### config.mk
export PLATFORM = sky130hd
export DESIGN_NAME = updown_counter_gen
export DESIGN_NICKNAME = d
export VERILOG_FILES = /design/src/rtl/updown_counter_pkg.sv /design/src/rtl/counter_prescaler.sv /design/src/rtl/updown_counter_gen.sv
export SDC_FILE = /design/constraint.sdc
export NUM_CORES = 1
export LEC_CHECK = 0
export ABC_CLOCK_PERIOD_IN_PS = 4200
export CAP_MARGIN = 20
export CORE_AREA = 10 10 56 58
export CTS_BUF_LIST = sky130_fd_sc_hd__clkbuf_8
export CTS_CLUSTER_DIAMETER = 40
export DETAILED_ROUTE_END_ITERATION = 8
export DIE_AREA = 0 0 66 68
export MAX_ROUTING_LAYER = met4
export PLACE_DENSITY = 0.82
export SLEW_MARGIN = 30
export SYNTH_ARGS = -nofsm -noshare
export SYNTH_HDL_FRONTEND = slang
export SYNTH_HIERARCHICAL = 1
export SYNTH_SLANG_ARGS = --single-unit
### constraint.sdc
create_clock -name clk -period 4.2 [get_ports clk]
set_clock_uncertainty 0.15 [all_clocks]
set_input_delay 0.84 -clock clk [delete_from_list [all_inputs] [get_ports clk]]
set_output_delay 0.84 -clock clk [all_outputs]
set_load 0.02 [all_outputs]
### src/rtl/updown_counter_pkg.sv
// Shared types and next-count arithmetic for the up/down counter.
// Latency: none (types and a pure function only).
// Backpressure: not applicable.
package updown_counter_pkg;

    // Arithmetic width: widest counter (16 bits) plus one guard bit.
    localparam int CALC_W = 17;

    typedef enum logic {
        MODE_WRAP = 1'b0,
        MODE_SAT  = 1'b1
    } mode_e;

    localparam logic DIR_DOWN = 1'b0;
    localparam logic DIR_UP   = 1'b1;

    typedef struct packed {
        logic [CALC_W-1:0] count;
        logic              tc;
    } next_t;

    // Next count and terminal-count flag for one tick. The guard bit keeps
    // count+step and count+MAX_VAL+1 from overflowing for any legal width.
    function automatic next_t next_count(
        input logic [CALC_W-1:0] cnt,
        input logic [CALC_W-1:0] s,
        input logic              up,
        input mode_e             mode,
        input logic [CALC_W-1:0] max_val
    );
        next_t             r;
        logic [CALC_W-1:0] sum;
        r.count = cnt;
        r.tc    = 1'b0;
        if (up == DIR_UP) begin
            sum = cnt + s;
            if (sum <= max_val) begin
                r.count = sum;
            end else begin
                r.tc    = 1'b1;
                r.count = (mode == MODE_SAT) ? max_val : sum - (max_val + 1'b1);
            end
        end else begin
            if (cnt >= s) begin
                r.count = cnt - s;
            end else begin
                r.tc    = 1'b1;
                r.count = (mode == MODE_SAT) ? '0 : cnt + max_val + 1'b1 - s;
            end
        end
        return r;
    endfunction

endpackage

### src/rtl/counter_prescaler.sv
// Clock-enable prescaler: one tick per presc+1 enabled cycles.
// Latency: tick is combinational from en and the registered phase count.
// Backpressure: en low freezes the phase; clr restarts the period.
module counter_prescaler #(
    parameter int PRESC_W = 4
) (
    input  logic               clk,
    input  logic               reset,
    input  logic               en,
    input  logic               clr,
    input  logic [PRESC_W-1:0] presc,
    output logic               tick
);

    logic [PRESC_W-1:0] phase;

    // >= rather than == so lowering presc mid-period cannot strand the phase
    assign tick = en && (phase >= presc);

    // Phase counter: restart on terminal, advance on enabled cycles only
    always_ff @(posedge clk) begin
        if (reset || clr) begin
            phase <= '0;
        end else if (tick) begin
            phase <= '0;
        end else if (en) begin
            phase <= phase + 1'b1;
        end
    end

endmodule

### src/rtl/updown_counter_gen.sv
// Parametrised up/down counter with load, wrap/saturate and tc pulse.
// Latency: 1 cycle from load or tick to count/tc; flags combinational.
// Backpressure: en low freezes count and prescaler; UPDOWN_COUNTER_PRESCALE_EN adds the prescaler.
module updown_counter_gen
    import updown_counter_pkg::*;
#(
    parameter int WIDTH   = 8,
    parameter int MAX_VAL = 255,
    parameter int STEP_W  = 4,
    parameter int PRESC_W = 4
) (
    input  logic               clk,
    input  logic               reset,
    input  logic               en,
    input  logic               up,
    input  logic               load,
    input  logic [WIDTH-1:0]   load_val,
    input  logic [STEP_W-1:0]  step,
    input  logic               sat_mode,
    input  logic [PRESC_W-1:0] presc,
    output logic [WIDTH-1:0]   count,
    output logic               tc,
    output logic               at_max,
    output logic               at_min
);

    localparam logic [WIDTH-1:0]  MAX_W   = WIDTH'(MAX_VAL);
    localparam logic [CALC_W-1:0] MAX_EXT = CALC_W'(MAX_VAL);

    logic             tick;
    logic [WIDTH-1:0] load_clamped;
    next_t            nxt;

`ifdef UPDOWN_COUNTER_PRESCALE_EN
    counter_prescaler #(
        .PRESC_W (PRESC_W)
    ) u_presc (
        .clk   (clk),
        .reset (reset),
        .en    (en),
        .clr   (load),
        .presc (presc),
        .tick  (tick)
    );
`else
    // presc is kept on the port list for pin compatibility but has no effect
    logic presc_unused;
    assign presc_unused = ^presc;
    assign tick         = en;
`endif

    assign load_clamped = (load_val > MAX_W) ? MAX_W : load_val;
    assign nxt          = next_count(CALC_W'(count), CALC_W'(step), up,
                                     mode_e'(sat_mode), MAX_EXT);

    assign at_max = (count == MAX_W);
    assign at_min = (count == '0);

    // Count and tc register: reset > load > tick > hold; tc pulses only on a tick
    always_ff @(posedge clk) begin
        if (reset) begin
            count <= '0;
            tc    <= 1'b0;
        end else if (load) begin
            count <= load_clamped;
            tc    <= 1'b0;
        end else if (tick) begin
            count <= WIDTH'(nxt.count);
            tc    <= nxt.tc;
        end else begin
            tc    <= 1'b0;
        end
    end

endmodule

After elaboration in Yosys (flattened, before gate mapping)
Cells that the tools add are included.

Bits in registers: 9. Output and inout port bits: 11.

Add/sub/neg operators: 6. Order comparisons: 3. Equal/unequal tests: 1. Multiplexer cells: 10. Bitwise operators: 1. Reduce and logical (&&, ||, !) cells: 3.

Operators with widths (count): 2-to-1 mux 8 bit (7); subtractor 8 x 4 -> 8 bit (2); adder 8 x 4 -> 9 bit (1); <= comparator 9 x 8 -> 1 bit (second input constant) (1); 2-to-1 mux 9 bit (1); adder 8 x 1 -> 8 bit (second input constant) (1); adder 8 bit (second input constant) (1); == test 8 bit (second input constant) (1); >= comparator 8 x 4 -> 1 bit (1); greater-than comparator 8 bit (second input constant) (1); zero test 8 bit (1); subtractor 8 x 1 -> 8 bit (second input constant) (1); OR reduction 3 bit (1); 2-to-1 mux 1 bit (2); nonzero test 2 bit (1); NOT 1 bit (1).

Logic depth before layout (Yosys ltp)
Gate-level depths: netlist of run 1.

Word-level depth: 8. Mapped depth: 9. Mapped depth without buffers: 9.

Least setup slack after synthesis of run 1
OpenSTA, ideal clock, no wires.

Path type: input-to-reg. Start: in step[0]. End: reg count[7]. Arrival time: 2.431 ns. Data required time: 3.963 ns. Setup slack: 1.532 ns. Stages on the path: 8. Path through: ha_1 -> fa_1 -> nand2b_1 -> a21oi_1 -> nor2_1 -> nor2_1 -> a31oi_1 -> o31ai_1.

Longest elaborated chain between the ends: 7. Elaborated cells between the ends (all ways): 13.

RTL lines: from (decl) (line updown_counter_gen.sv:18) `input logic [STEP_W-1:0] step,`; adder 8 x 4 -> 9 bit (line updown_counter_pkg.sv:36) `sum = cnt + s;`; subtractor 8 x 1 -> 8 bit (line updown_counter_pkg.sv:41) `r.count = (mode == MODE_SAT) ? max_val : sum - (max_val + 1'b1);`; 2-to-1 mux 8 bit (line updown_counter_pkg.sv:41); 2-to-1 mux 8 bit (line updown_counter_pkg.sv:37) `if (sum <= max_val) begin`; 2-to-1 mux 9 bit * (line updown_counter_pkg.sv:35) `if (up == DIR_UP) begin`; 2-to-1 mux 8 bit * (line updown_counter_gen.sv:67) `end else if (tick) begin`; 2-to-1 mux 8 bit * (line updown_counter_gen.sv:64) `end else if (load) begin`; to (signal assigned) (line updown_counter_gen.sv:65) `count <= load_clamped;`; to (signal assigned) (line updown_counter_gen.sv:68) `count <= WIDTH'(nxt.count);`; to (decl) (line updown_counter_gen.sv:21) `output logic [WIDTH-1:0] count,`.

Every way passes the cells marked *; elsewhere a longest branch is shown, timed or not. The select of a mux whose other input is x is not followed. A chain may end at the register's enable or synchronous reset.

Worst setup path after layout of run 1
Same ends and word-level chain as after synthesis.

==> impl_metrics.json, run 1 <==
{
  "status": "completed",
  "muxShareOfSynthArea_pct": 0,
  "areaGrowthSynthToFinish_pct": 32.8,
  "synth.distinct_cells": 43,
  "worstPathBufferInverterCount": 1,
  "p_leak_nw": 0.531,
  "drv_cap": 0,
  "synth-warning-count": 6,
  "synth_seq_cells": 9,
  "crit_arrival_ns": 3.36,
  "multi_input_area_um2": 721,
  "drive_gt1_share_pct": 3.80,
  "synth_cells": 134,
  "wl_um": 3080,
  "grt_max_degree": 14,
  "place_area_mm2": 0.00124,
  "totalPowerFinal_mw": 0.360,
  "cts.sinks": 9,
  "yosys-top-cells-area": "dfxtp_1 19%, ha_1 10%, nor2_1 7.7%",
  "power_density_mw_per_mm2": 279,
  "fin_nets": 191,
  "power_frac_comb_pct": 41.7,
  "min_path_type": "reg2reg",
  "initial_core_util_pct": 46.0,
  "relSlewSlack_pct": 70.5,
  "postCtsHoldBufs": 0,
  "avgSynthCellArea_um2": 7.24,
  "synth_xor_area_share_pct": 2.71,
  "yosys.area.top_type_share_pct": 18.6,
  "switchingPower_mw": 0.134,
  "regToRegSetupSlack_ns": 1.40,
  "seq_area_um2": 180,
  "rsz0062_at_grt": "no",
  "synth_top_family_by_area": "compound AO/OA/AOI/OAI gates",
  "clkLatencyLatePin_ns": 0.24,
  "vias": 1131,
  "core-area_mm2": 0.00211,
  "synth_area_leader_cell": "dfxtp_1",
  "dp_cells": 182,
  "finalSetupTns_ns": 0,
  "ff2ff_path_depth": 9,
  "crit_fanout": 5,
  "numPortBuffers": 28,
  "crit_slowest_cell": "clkdlybuf4s50_1",
  "drv_slew": 0,
  "clkPwrFrac_pct": 28.9,
  "ctsResizeCount": 0,
  "worst_slew_pin_slew_ns": 0.442,
  "die_height_um": 68,
  "tritoncts": "done",
  "path_class": "in2reg",
  "synth_ff_type": "dfxtp_1",
  "drc": 0,
  "num_antenna_cells": 0,
  "place_congestion": 0.952,
  "post_synth_and_or_nand_nor_area_fraction_pct": 27.0,
  "clock_path_buffers": 2,
  "synthesis.area_um2": 970,
  "synth-compound-area-share_pct": 30.2,
  "track_usage_pct": 14.7,
  "required_ns": 4.21,
  "final_area_mm2": 0.00129,
  "antenna_found_initial": 0,
  "first_pass_iters": 5,
  "cts_setup_buffers": 0,
  "cp_cell_sequence": "clkdlybuf4s50_1, ha_1, fa_1, nand2b_1, a21oi_1, nor2_1, nor2_1, a31oi_1, o31ai_1",
  "cts_buffers": 3,
  "grt_pass1_vias": 1081,
  "wl_per_cell_um": 16.5,
  "critical_path.top_delay_family": "compound AO/OA/AOI/OAI gates",
  "min_period_ns": 3.35,
  "yosysSeqAreaShare_pct": 18.6,
  "cpMostUsedCell": "nor2_1",
  "async_flop_share_pct": 0,
  "io-pin-count": 33,
  "synth-edff-count": 0,
  "hpwl_um": 2330,
  "setup_violations": 0,
  "fmax_ghz": 0.298,
  "cp_num_cells": 9,
  "layoutNonFillerInstCount": 186,
  "clkSlewWorstSetupHoldPaths_ns": 0.05,
  "overflow": 0,
  "via_per_inst": 6.08,
  "irDropWorstVdd_uv": 178,
  "swShare_pct": 37.2,
  "grt_pass1_wl_um": 5090,
  "critPathCaptureType": "flop",
  "clockRootBuffer": "clkbuf_8",
  "n_fill_cell": 185,
  "die_w_um": 66,
  "max_stage_delay_ns": 0.44,
  "rows": 17,
  "ant_nets": 0,
  "synth_fa_ha_area_share_pct": 14.5,
  "holdPathStages": 2,
  "synth_commonest_cells": "20 x nor2_1, 10 x a21oi_1, 10 x nand2_1",
  "initialDrtViolationCount": 57,
  "intPower_mw": 0.226,
  "dieArea_mm2": 0.00449,
  "timing.final.crit_share_pct": 79.9,
  "worst_setup_path_start_kind": "primary input",
  "htree_levels": 1,
  "synth_nets": 166,
  "hold_viol": 0,
  "yosysMostFrequentCell": "nor2_1",
  "p_seq_share_pct": 29.5
}
layout make-up:
cell class | instances | area share, %
multi-input combinational | 110 | 56.0
clock inverter | 1 | 0.292
clock buffer | 3 | 3.21
sequential | 9 | 14.0
timing repair buffer | 28 | 21.8
inverter | 7 | 2.04
tap | 28 | 2.72
worst register-to-register path: stages, from the launching register on:
cell,delay [ns]
dfxtp_1,0.43
inv_1,0.09
ha_1,0.22
fa_1,0.38
nand2b_1,0.17
a21oi_1,0.38
nor2_1,0.16
nor2_1,0.33
a31oi_1,0.17
o31ai_1,0.25
power by group through the flow:
stage	Clock (mW)	Sequential (mW)	Combinational (mW)
final	0.104	0.106	0.150
after global routing	0.110	0.108	0.165
after CTS	0.102	0.106	0.148
after detailed placement	0	0.107	0.146
after global placement	0	0.106	0.143
after floorplan	0	0.109	0.0930
metal layers:
metal / wire length, um / vias to the layer above / part of all wire [%] / global-route usage (%)
li1: - / 534 / - / -
met2: 1490 / 65 / 48 / 23.1
met4: 57 / 0 / 1.9 / 6.81
met1: 1270 / 524 / 41 / 18.2
met5: 0 / - / 0 / -
met3: 266 / 8 / 8.6 / 2.28
stage by stage:
step	setup WS, ns	hold slack (ns)	utilization, %
after floorplan	1.53	0.473	-
after global placement	0.658	0.421	59.0
after detailed placement	0.676	0.438	59.0
after CTS	0.871	0.444	61.1
after global routing	0.630	0.473	61.1
final	0.845	0.463	61.1
state kept, by name, summed over array words and instances, names as in the netlist:
register	flops
count	8
tc	1
path summary, 6_finish.rpt:
check / startpoint / endpoint
setup / recovery: step[0] / count[7]
hold / removal: count[0] / count[0]
setup reg to reg: count[0] / count[7]
hold reg to reg: count[0] / count[0]
cells in the final DEF, fill, tap and decap left out, drive strengths merged, types with 4 or more instances in the layout:
cell,n
a21oi,11
ha,8
nor2,20
inv,8
clkdlybuf4s50,28
nand2,10
dfxtp,9
nor3,7
a211oi,4
o21ai,4
a31oi,4
logic make-up after synthesis:
group / Yosys count
buffers and inverters: 15
adders and majority gates: 10
DFF: 9
xor gates and xnor gates: 3
and+or+nand+nor: 55
AOI/OAI and AO/OA: 42
No activity file was read; power rests on OpenSTA's default activity.
==> run 2: changes to the inputs <==
ABC_CLOCK_PERIOD_IN_PS = 3500   (was 4200)
CORE_AREA = 10 10 57 59   (was 10 10 56 58)
DIE_AREA = 0 0 67 69   (was 0 0 66 68)
PLACE_DENSITY = 0.79   (was 0.82)
clock period = 3.5 ns   (was 4.2 ns; I/O delays follow)
==> run 2 against run 1 <==
  * Flip-flop and latch count did not move
  * Core utilization fell by 0.86 points
  * Clock power is 13% higher
  * Global-route usage decreased by 0.90 points
  * Total power rose by 19%
  * Sequential power grew 21%
  * Via count grew 1.2%
  * Setup slack got worse by 0.44 ns
  * First-iteration DRC count up 56%
  * Critical path type unchanged
  * Critical endpoint is now count[5]
  * Largest cell class unchanged
==> impl_metrics.json, run 2 (synthesis gave the netlist of run 1 again) <==
{
  "clockRootBuffer": "clkbuf_8",
  "wl_met3_um": 295,
  "cts_buffers": 3,
  "clkSlewWorstSetupHoldPaths_ns": 0.04,
  "fmax_ghz": 0.323,
  "dieArea_mm2": 0.00462,
  "num_antenna_cells": 0,
  "postCtsHoldBufs": 0,
  "rsz0062_at_grt": "no",
  "power_density_mw_per_mm2": 330,
  "worst_slew_pin_slew_ns": 0.460,
  "path_class": "in2reg",
  "wl_um": 3140,
  "clock_path_buffers": 2,
  "fin_nets": 192,
  "critPathCaptureType": "flop",
  "drc": 0,
  "via_per_inst": 6.12,
  "wl_per_cell_um": 16.8,
  "die_height_um": 69,
  "grt_pass1_vias": 1126,
  "first_pass_iters": 4,
  "ant_nets": 0,
  "track_usage_pct": 13.8,
  "htree_levels": 1,
  "wl_met1_um": 1310,
  "required_ns": 3.49,
  "worst_setup_path_start_kind": "primary input",
  "vias": 1145,
  "p_leak_nw": 0.536,
  "finalSetupTns_ns": 0,
  "io-pin-count": 33,
  "n_fill_cell": 197,
  "areaGrowthSynthToFinish_pct": 33.5,
  "tritoncts": "done",
  "initial_core_util_pct": 45.1,
  "largest_reg_flops": 8,
  "grt_pass1_wl_um": 5120,
  "clkLatencyLatePin_ns": 0.23,
  "reg.largest.list": "count x8, tc x1",
  "relSlewSlack_pct": 69.3,
  "place_congestion": 0.935,
  "min_period_ns": 3.10,
  "ctsResizeCount": 0,
  "overflow": 0,
  "setup_violations": 0,
  "crit_arrival_ns": 3.09,
  "drv_slew": 0,
  "core-area_mm2": 0.00215,
  "hpwl_um": 2430,
  "irDropWorstVdd_uv": 231,
  "die_w_um": 67,
  "status": "completed",
  "drive_gt1_share_pct": 4.40,
  "largest-register": "count",
  "drv_cap": 0,
  "timing.final.crit_share_pct": 88.5,
  "numPortBuffers": 28,
  "final_area_mm2": 0.00129,
  "crit_fanout": 4,
  "hold_viol": 0,
  "rows": 17,
  "min_path_type": "reg2reg",
  "antenna_found_initial": 0,
  "dr.max_layer_used": "met4",
  "final_common_cell": "clkdlybuf4s50_1",
  "grt_max_degree": 14,
  "cts_setup_buffers": 0,
  "layout_common_cells": "28 x clkdlybuf4s50_1, 20 x nor2_1, 10 x nand2_1, 10 x a21oi_1, 9 x dfxtp_1",
  "initialDrtViolationCount": 89,
  "cts.sinks": 9,
  "wl_met2_um": 1460,
  "place_area_mm2": 0.00125
}
## run 2: changes by cell type in the layout (fill, tap and decap cells not counted), sizes merged
cell  previous run  this run
buf              0         1
## run 2: power breakdown
| group | internal (mW) | switching, mW |
|---|---|---|
| clock network | 0.0764 | 0.0412 |
| logic | 0.0853 | 0.0965 |
| registers | 0.111 | 0.0170 |
| total | 0.273 | 0.155 |
## run 2: layer usage
| metal | vias up | track usage, % |
|---|---|---|
| li1 | 535 | - |
| met1 | 520 | 16.9 |
| met2 | 75 | 20.0 |
| met3 | 15 | 2.90 |
| met4 | 0 | 8.14 |
| met5 | - | - |
## run 2: critical path, stage by stage
cell and delay, ns:
clkdlybuf4s50_1 0.59, inv_1 0.07, ha_1 0.32, nor2b_1 0.16
o31a_1 0.28, or4_1 0.42, a21oi_1 0.19, a211oi_1 0.08
o32ai_1 0.27
## run 2: path summary, 6_finish.rpt
check	to	from	cells after the start	slack, ns
max	count[5]	step[1]	9	0.40
min	count[0]	count[0]	2	0.47
min reg2reg	count[0]	count[0]	2	0.47
max reg2reg	count[2]	count[0]	9	0.93
## run 2: metrics by stage
| step | util (%) | hold slack, ns | total power, mW | cells | setup slack [ns] |
|---|---|---|---|---|---|
| 3_5_place_dp | 58.2 | 0.450 | 0.307 | 183 | 0.177 |
| 3_3_place_gp | 58.2 | 0.423 | 0.301 | 183 | 0.289 |
| 5_1_grt | 60.3 | 0.499 | 0.453 | 187 | 0.287 |
| 2_1_floorplan | - | 0.473 | 0.242 | 134 | 0.972 |
| 6_report | 60.3 | 0.467 | 0.427 | 187 | 0.404 |
| 4_1_cts | 60.3 | 0.456 | 0.427 | 187 | 0.407 |
## run 2: final cells by class
class                      count  area (um2)  area share (%)
tap                           28        35.0            2.71
inverter                       7        26.3            2.03
multi-input combinational    110         721            55.7
timing repair buffer          29         288            22.2
clock inverter                 1        3.75           0.290
clock buffer                   3        41.3            3.19
sequential                     9         180            13.9
